===== src/rtl/disp_pkg.sv =====
// disp_pkg
// Shared constants for the multiplexed seven-segment display blocks.
//   NUM_DIGITS : number of digit slots scanned by the driver
//   SEG_OFF    : active-low segment pattern with every segment dark
//   AN_OFF     : active-low anode pattern with every digit disabled
//   SEG_TABLE  : active-low {g,f,e,d,c,b,a} pattern for hex values 0..F
package disp_pkg;

   localparam int NUM_DIGITS = 6;

   localparam logic [6:0] SEG_OFF = 7'b1111111;
   localparam logic [5:0] AN_OFF  = 6'b111111;

   typedef logic [3:0] digit_t;

   // Entry k holds the pattern for hex value k (entry 15 is listed first).
   localparam logic [15:0][6:0] SEG_TABLE = {
      7'b0001110,   // F
      7'b0000110,   // E
      7'b0100001,   // d
      7'b1000110,   // C
      7'b0000011,   // b
      7'b0001000,   // A
      7'b0010000,   // 9
      7'b0000000,   // 8
      7'b1111000,   // 7
      7'b0000010,   // 6
      7'b0010010,   // 5
      7'b0011001,   // 4
      7'b0110000,   // 3
      7'b0100100,   // 2
      7'b1111001,   // 1
      7'b1000000    // 0
   };

endpackage


===== src/rtl/hex_to_seg.sv =====
// hex_to_seg
// Combinational hex-digit to seven-segment decoder.
//   value_i : 4-bit hex value
//   seg_o   : active-low segments {g,f,e,d,c,b,a}
module hex_to_seg
   import disp_pkg::*;
(
   input  logic [3:0] value_i,
   output logic [6:0] seg_o
);

   // Every 4-bit value has a table entry, so no default case is needed.
   always_comb begin
      seg_o = SEG_TABLE[value_i];
   end

endmodule


===== src/rtl/digit_scan_driver.sv =====
// digit_scan_driver
// Time-multiplexed driver for a six-digit common-anode seven-segment display.
// A prescaler divides clk down to one tick per digit slot; each tick moves
// the scan to the next slot, and the six digits are latched as one frame
// whenever the scan wraps back to slot 0.
//   clk         : sole clock, rising edge
//   rst_n       : asynchronous active-low reset
//   d1..d6      : digit values, d1 is slot 0, d6 is slot 5
//   blank       : 1 turns every digit dark (scan keeps running)
//   an          : active-low digit enables, an[k] drives slot k
//   seg         : active-low segments {g,f,e,d,c,b,a}
//   frame_start : one-clock pulse when slot 0 becomes active
module digit_scan_driver
   import disp_pkg::*;
#(
   parameter int CLK_DIV = 50000
) (
   input  logic       clk,
   input  logic       rst_n,
   input  logic [3:0] d1,
   input  logic [3:0] d2,
   input  logic [3:0] d3,
   input  logic [3:0] d4,
   input  logic [3:0] d5,
   input  logic [3:0] d6,
   input  logic       blank,
   output logic [5:0] an,
   output logic [6:0] seg,
   output logic       frame_start
);

   localparam int            PW        = $clog2(CLK_DIV);
   localparam logic [PW-1:0] PRESC_MAX = PW'(CLK_DIV - 1);
   localparam logic [2:0]    LAST_SLOT = 3'(NUM_DIGITS - 1);

   logic [PW-1:0]                presc_q, presc_d;
   logic [2:0]                   index_q, index_d;
   digit_t [NUM_DIGITS-1:0]      frame_q, frame_d;
   logic                         started_q, started_d;
   logic [5:0]                   an_q, an_d;
   logic [6:0]                   seg_q, seg_d;
   logic                         fs_q, fs_d;
   logic                         tick;
   logic                         wrap;
   logic [6:0]                   slotSeg;

   hex_to_seg u_hex_to_seg (
      .value_i (frame_q[index_q]),
      .seg_o   (slotSeg)
   );

   // Scan state: the index resets to the last slot so that the first tick
   // wraps to slot 0 and captures live digits. started_q keeps the display
   // dark until that first frame exists, so the zero reset frame never shows.
   // Outputs are registered from the current index/frame, which puts them
   // one clock behind the tick edge that moved the scan. frame_start fires on
   // the first clock of slot 0 (prescaler just wrapped), independent of blank.
   always_comb begin
      tick      = (presc_q == PRESC_MAX);
      wrap      = tick && (index_q == LAST_SLOT);
      presc_d   = tick ? '0 : presc_q + 1'b1;
      index_d   = index_q;
      frame_d   = frame_q;
      started_d = started_q | wrap;
      if (tick) begin
         index_d = (index_q == LAST_SLOT) ? 3'd0 : index_q + 3'd1;
      end
      if (wrap) begin
         frame_d = {d6, d5, d4, d3, d2, d1};
      end
      if (blank || !started_q) begin
         an_d  = AN_OFF;
         seg_d = SEG_OFF;
      end else begin
         an_d  = ~(6'b000001 << index_q);
         seg_d = slotSeg;
      end
      fs_d = (presc_q == '0) && (index_q == 3'd0);
   end

   // State and output registers; reset discards any partial frame.
   always_ff @(posedge clk or negedge rst_n) begin
      if (!rst_n) begin
         presc_q   <= '0;
         index_q   <= LAST_SLOT;
         frame_q   <= '0;
         started_q <= 1'b0;
         an_q      <= AN_OFF;
         seg_q     <= SEG_OFF;
         fs_q      <= 1'b0;
      end else begin
         presc_q   <= presc_d;
         index_q   <= index_d;
         frame_q   <= frame_d;
         started_q <= started_d;
         an_q      <= an_d;
         seg_q     <= seg_d;
         fs_q      <= fs_d;
      end
   end

   assign an          = an_q;
   assign seg         = seg_q;
   assign frame_start = fs_q;

endmodule


===== config.mk =====
export PLATFORM = sky130hd
export DESIGN_NAME = digit_scan_driver
export DESIGN_NICKNAME = d
export VERILOG_FILES = /design/src/rtl/disp_pkg.sv /design/src/rtl/hex_to_seg.sv /design/src/rtl/digit_scan_driver.sv
export SDC_FILE = /design/constraint.sdc
export NUM_CORES = 1
export LEC_CHECK = 0
export ABC_CLOCK_PERIOD_IN_PS = 3150
export CAP_MARGIN = 20
export CORE_UTILIZATION = 58
export DETAILED_ROUTE_END_ITERATION = 10
export PLACE_DENSITY = 0.84
export SYNTH_ARGS = -nofsm -noshare
export SYNTH_HDL_FRONTEND = slang
export SYNTH_SLANG_ARGS = --single-unit
export TNS_END_PERCENT = 50

===== constraint.sdc =====
create_clock -name clk -period 3.15 [get_ports clk]
set_clock_uncertainty 0.15 [all_clocks]
set_input_delay 0.945 -clock clk [delete_from_list [all_inputs] [get_ports clk]]
set_output_delay 0.945 -clock clk [all_outputs]
set_load 0.02 [all_outputs]

==> impl_results.md <==
* Post-synthesis xor/xnor area fraction at 0.04279
* Post-synthesis mux area share at 0.1454
* Grt ovf at 0
* Die Area at 5225 um2
* Post-route clock period utilization at 0.8062
* Post-CTS Hold Buffers at 0
* Ports at 41
* Startpoint Class: flop
* Outcome: finished clean
* Mean post-synth cell area at 11.79 um2
* Pin count of the biggest net entering global routing at 31
* WP data arrival at 1.44 ns
* DR iter-0 viols at 132
* Resized Gates After CTS at 0
* Net Sw Power at roughly 0.34 mW
* Pwr dens at 448.8 nW/um2
* # diodes at 0
* Sw Ratio at 0.2148
* Crit Path Class: flop to output pin
* Root Buffer: clkbuf_8
* H-Tree Level Count at 3
* Drt drc at 0
* Max_cap viols at 0
* Sequential power share at 0.492
* Post-synth cell types at 47
* Lkg Pwr at 1.603 nW
* CP Buf/Inv Count at 1
* Adder-cell share of the synthesized area at 0.03930
* Fin crit period at 2.540 ns
* R2R setup slack at 0.68 ns
* Top delay family on crit path: buffers and inverters
* Layout cells sized above 1 at 0.2295
* Vias in the first global route at 1966
* Initial Util at 0.6066
* Crit-path slowest cell: clkdlybuf4s50_1
* Commonest non-fill, non-tap cell in the layout: dfrtp_1
* Syn nets at 279
* Post-Route WL at 5.304 mm
* GRT Overall Usage at 0.2348
* RSZ-0062 raised after global routing: false
* Core Box Area at 4723 um2
* CTS Sinks at 58
* Row Count at 25
* Register bit count reported by yosys at 58
* Dpl hpwl at 3.670 mm
* Clock share of power at 0.440
* TNS Setup at 0 ns
* Per-cell routed wire length at ~15 um
* Commonest non-fill, non-tap cells in the layout: dfrtp_1 (43), clkdlybuf4s50_1 (39), nor2_1 (21)
* Internal Power at 1.233 mW
* Port bufs at 40
* Largest family of logic cells by synthesized area: simple AND/OR/NAND/NOR gates
* Vias at a little under 2000
* Worst EP required at 2.05 ns
* Seq/Total Area, Yosys at 0.5131
* Gpl congestion at a little under 0.9
* Nets at 323
* Area Overhead vs Synth at 22.10%
* Max incr delay on CP at 0.59 ns
* Cells along the critical path: clkdlybuf4s50_1
* TritonCTS Buffers at 9
* CTS tree: done
* Slew @ Worst Pin at 0.6751 ns
* Setup Buffers After CTS at 0
* DRT Pass-1 Iters at 4
* Post-synthesis simple-gate area fraction at 0.1537
* Yosys warning total at 0
* Die height at 72.29 um
* Critical Path End Type: output pin
* Fin. max-slew vios at 0
* First-pass GRT wire length at 9.121 mm
* Vias per std cell at about 5.4
* DRT antenna net count at 0
* Die Width at 72.29 um
* Clock buffer depth at 2
* Final hold viol count at 0
* Synth Area in Compound Gates at 0.06376
* Worst hold path class: flop to flop
* Synthesized cell area at 2865 um2
* Worst hold slack at 0.3518 ns
* Power share of the combinational group at 0.068
* Setup violators final at 0
* Cell count after synthesis at 243
* Max Freq at just under 0.4 GHz
* Antenna violations before repair at 0
* Max Fanout on Critical Path at 1
* Worst skew pair latency at 0.34 ns
* Reg clk slew, reported paths at 0.06 ns
* Worst slew margin at 0.5499
* Peak VDD IR at 0.3130 mV
area by class of cell:
class,count,area (um2)
clock buffers,14,162.7
clock inverters,2,35.03
fillers,323,1225
inverters,13,48.80
multi-input cells,163,1275
flip-flops and latches,58,1470
well taps,67,83.83
repair buffers,42,422.9
cell usage after synthesis (all sizes together):
cell | instances | share of area
a221o | 1 | 0.0035
mux4 | 1 | 0.0079
nand2b | 4 | 0.0087
or3 | 3 | 0.0066
o21bai | 1 | 0.0026
nor4 | 3 | 0.014
o22ai | 3 | 0.0066
mux2i | 3 | 0.010
and2 | 2 | 0.0048
a31oi | 1 | 0.0022
o221ai | 2 | 0.0061
a22o | 2 | 0.0061
nand4 | 6 | 0.013
nand3 | 6 | 0.012
dfstp | 15 | 0.14
xor2 | 8 | 0.024
o21ai | 6 | 0.010
xnor2 | 6 | 0.018
o21a | 2 | 0.0052
mux2 | 26 | 0.13
dfrtp | 43 | 0.38
a21o | 1 | 0.0026
ha | 9 | 0.039
nand2 | 21 | 0.034
nor2b | 3 | 0.0066
buf | 8 | 0.024
a211oi | 1 | 0.0026
and3 | 3 | 0.0066
and4 | 1 | 0.0031
nor2 | 21 | 0.028
nor3 | 6 | 0.010
a21oi | 9 | 0.016
clkbuf | 1 | 0.0013
or4 | 2 | 0.0066
inv | 13 | 0.017
cell families (layout without fill, tap and decap cells):
family | Yosys count | in the layout
and+or+nand+nor | 81 | 81
adders and majority gates | 9 | 9
DFF | 58 | 58
xor gates and xnor gates | 14 | 14
buffers and inverters | 22 | 71
AOI/OAI and AO/OA | 29 | 29
muxes | 30 | 30
power groups by stage:
stage / Sequential (mW) / Clock [mW] / Combinational (mW)
final: 0.773 / 0.691 / 0.106
after global routing: 0.774 / 0.730 / 0.118
after floorplan: 0.780 / 0 / 0.0488
after detailed placement: 0.785 / 0 / 0.107
after CTS: 0.772 / 0.702 / 0.108
after global placement: 0.784 / 0 / 0.102
flip-flops by register name, indices dropped and copies added (netlist names):
name	cells
an	6
started_q	1
index_q	3
seg	7
frame_start	1
presc_q	16
frame_q	24
metrics by stage:
stage	instances	worst slack [ns]	power (mW)	area, um2	util
floorplan	243	1.066	0.8292	2865	-
global placement	343	0.8505	0.8870	3301	0.6988
detailed placement	343	0.7078	0.8916	3301	0.6988
CTS	359	0.5919	1.582	3498	0.7407
global route	359	0.4193	1.621	3498	0.7407
finish	359	0.6103	1.570	3498	0.7407
metal layers:
metal	share of wire	vias to the layer above	wire, um	GRT usage
met5	0	-	0	0
met4	0.014	0	73	0.09804
met3	0.038	8	199	0.06667
met2	0.46	47	2466	0.3572
met1	0.48	944	2565	0.3181
li1	-	927	-	-
worst paths after layout:
check,startpoint,to,cells after the start
max in group asynchronous,rst_n,seg[4]$_DFF_PN1_,2
hold reg to reg,presc_q[5]$_DFF_PN0_,presc_q[5]$_DFF_PN0_,1
setup / recovery,seg[3]$_DFF_PN1_,seg[3],1
setup reg to reg,index_q[1]$_DFFE_PN0N_,seg[3]$_DFF_PN1_,8
hold / removal,presc_q[5]$_DFF_PN0_,presc_q[5]$_DFF_PN0_,1
min in group asynchronous,rst_n,presc_q[5]$_DFF_PN0_,1
No activity file was read; power rests on OpenSTA's default activity.
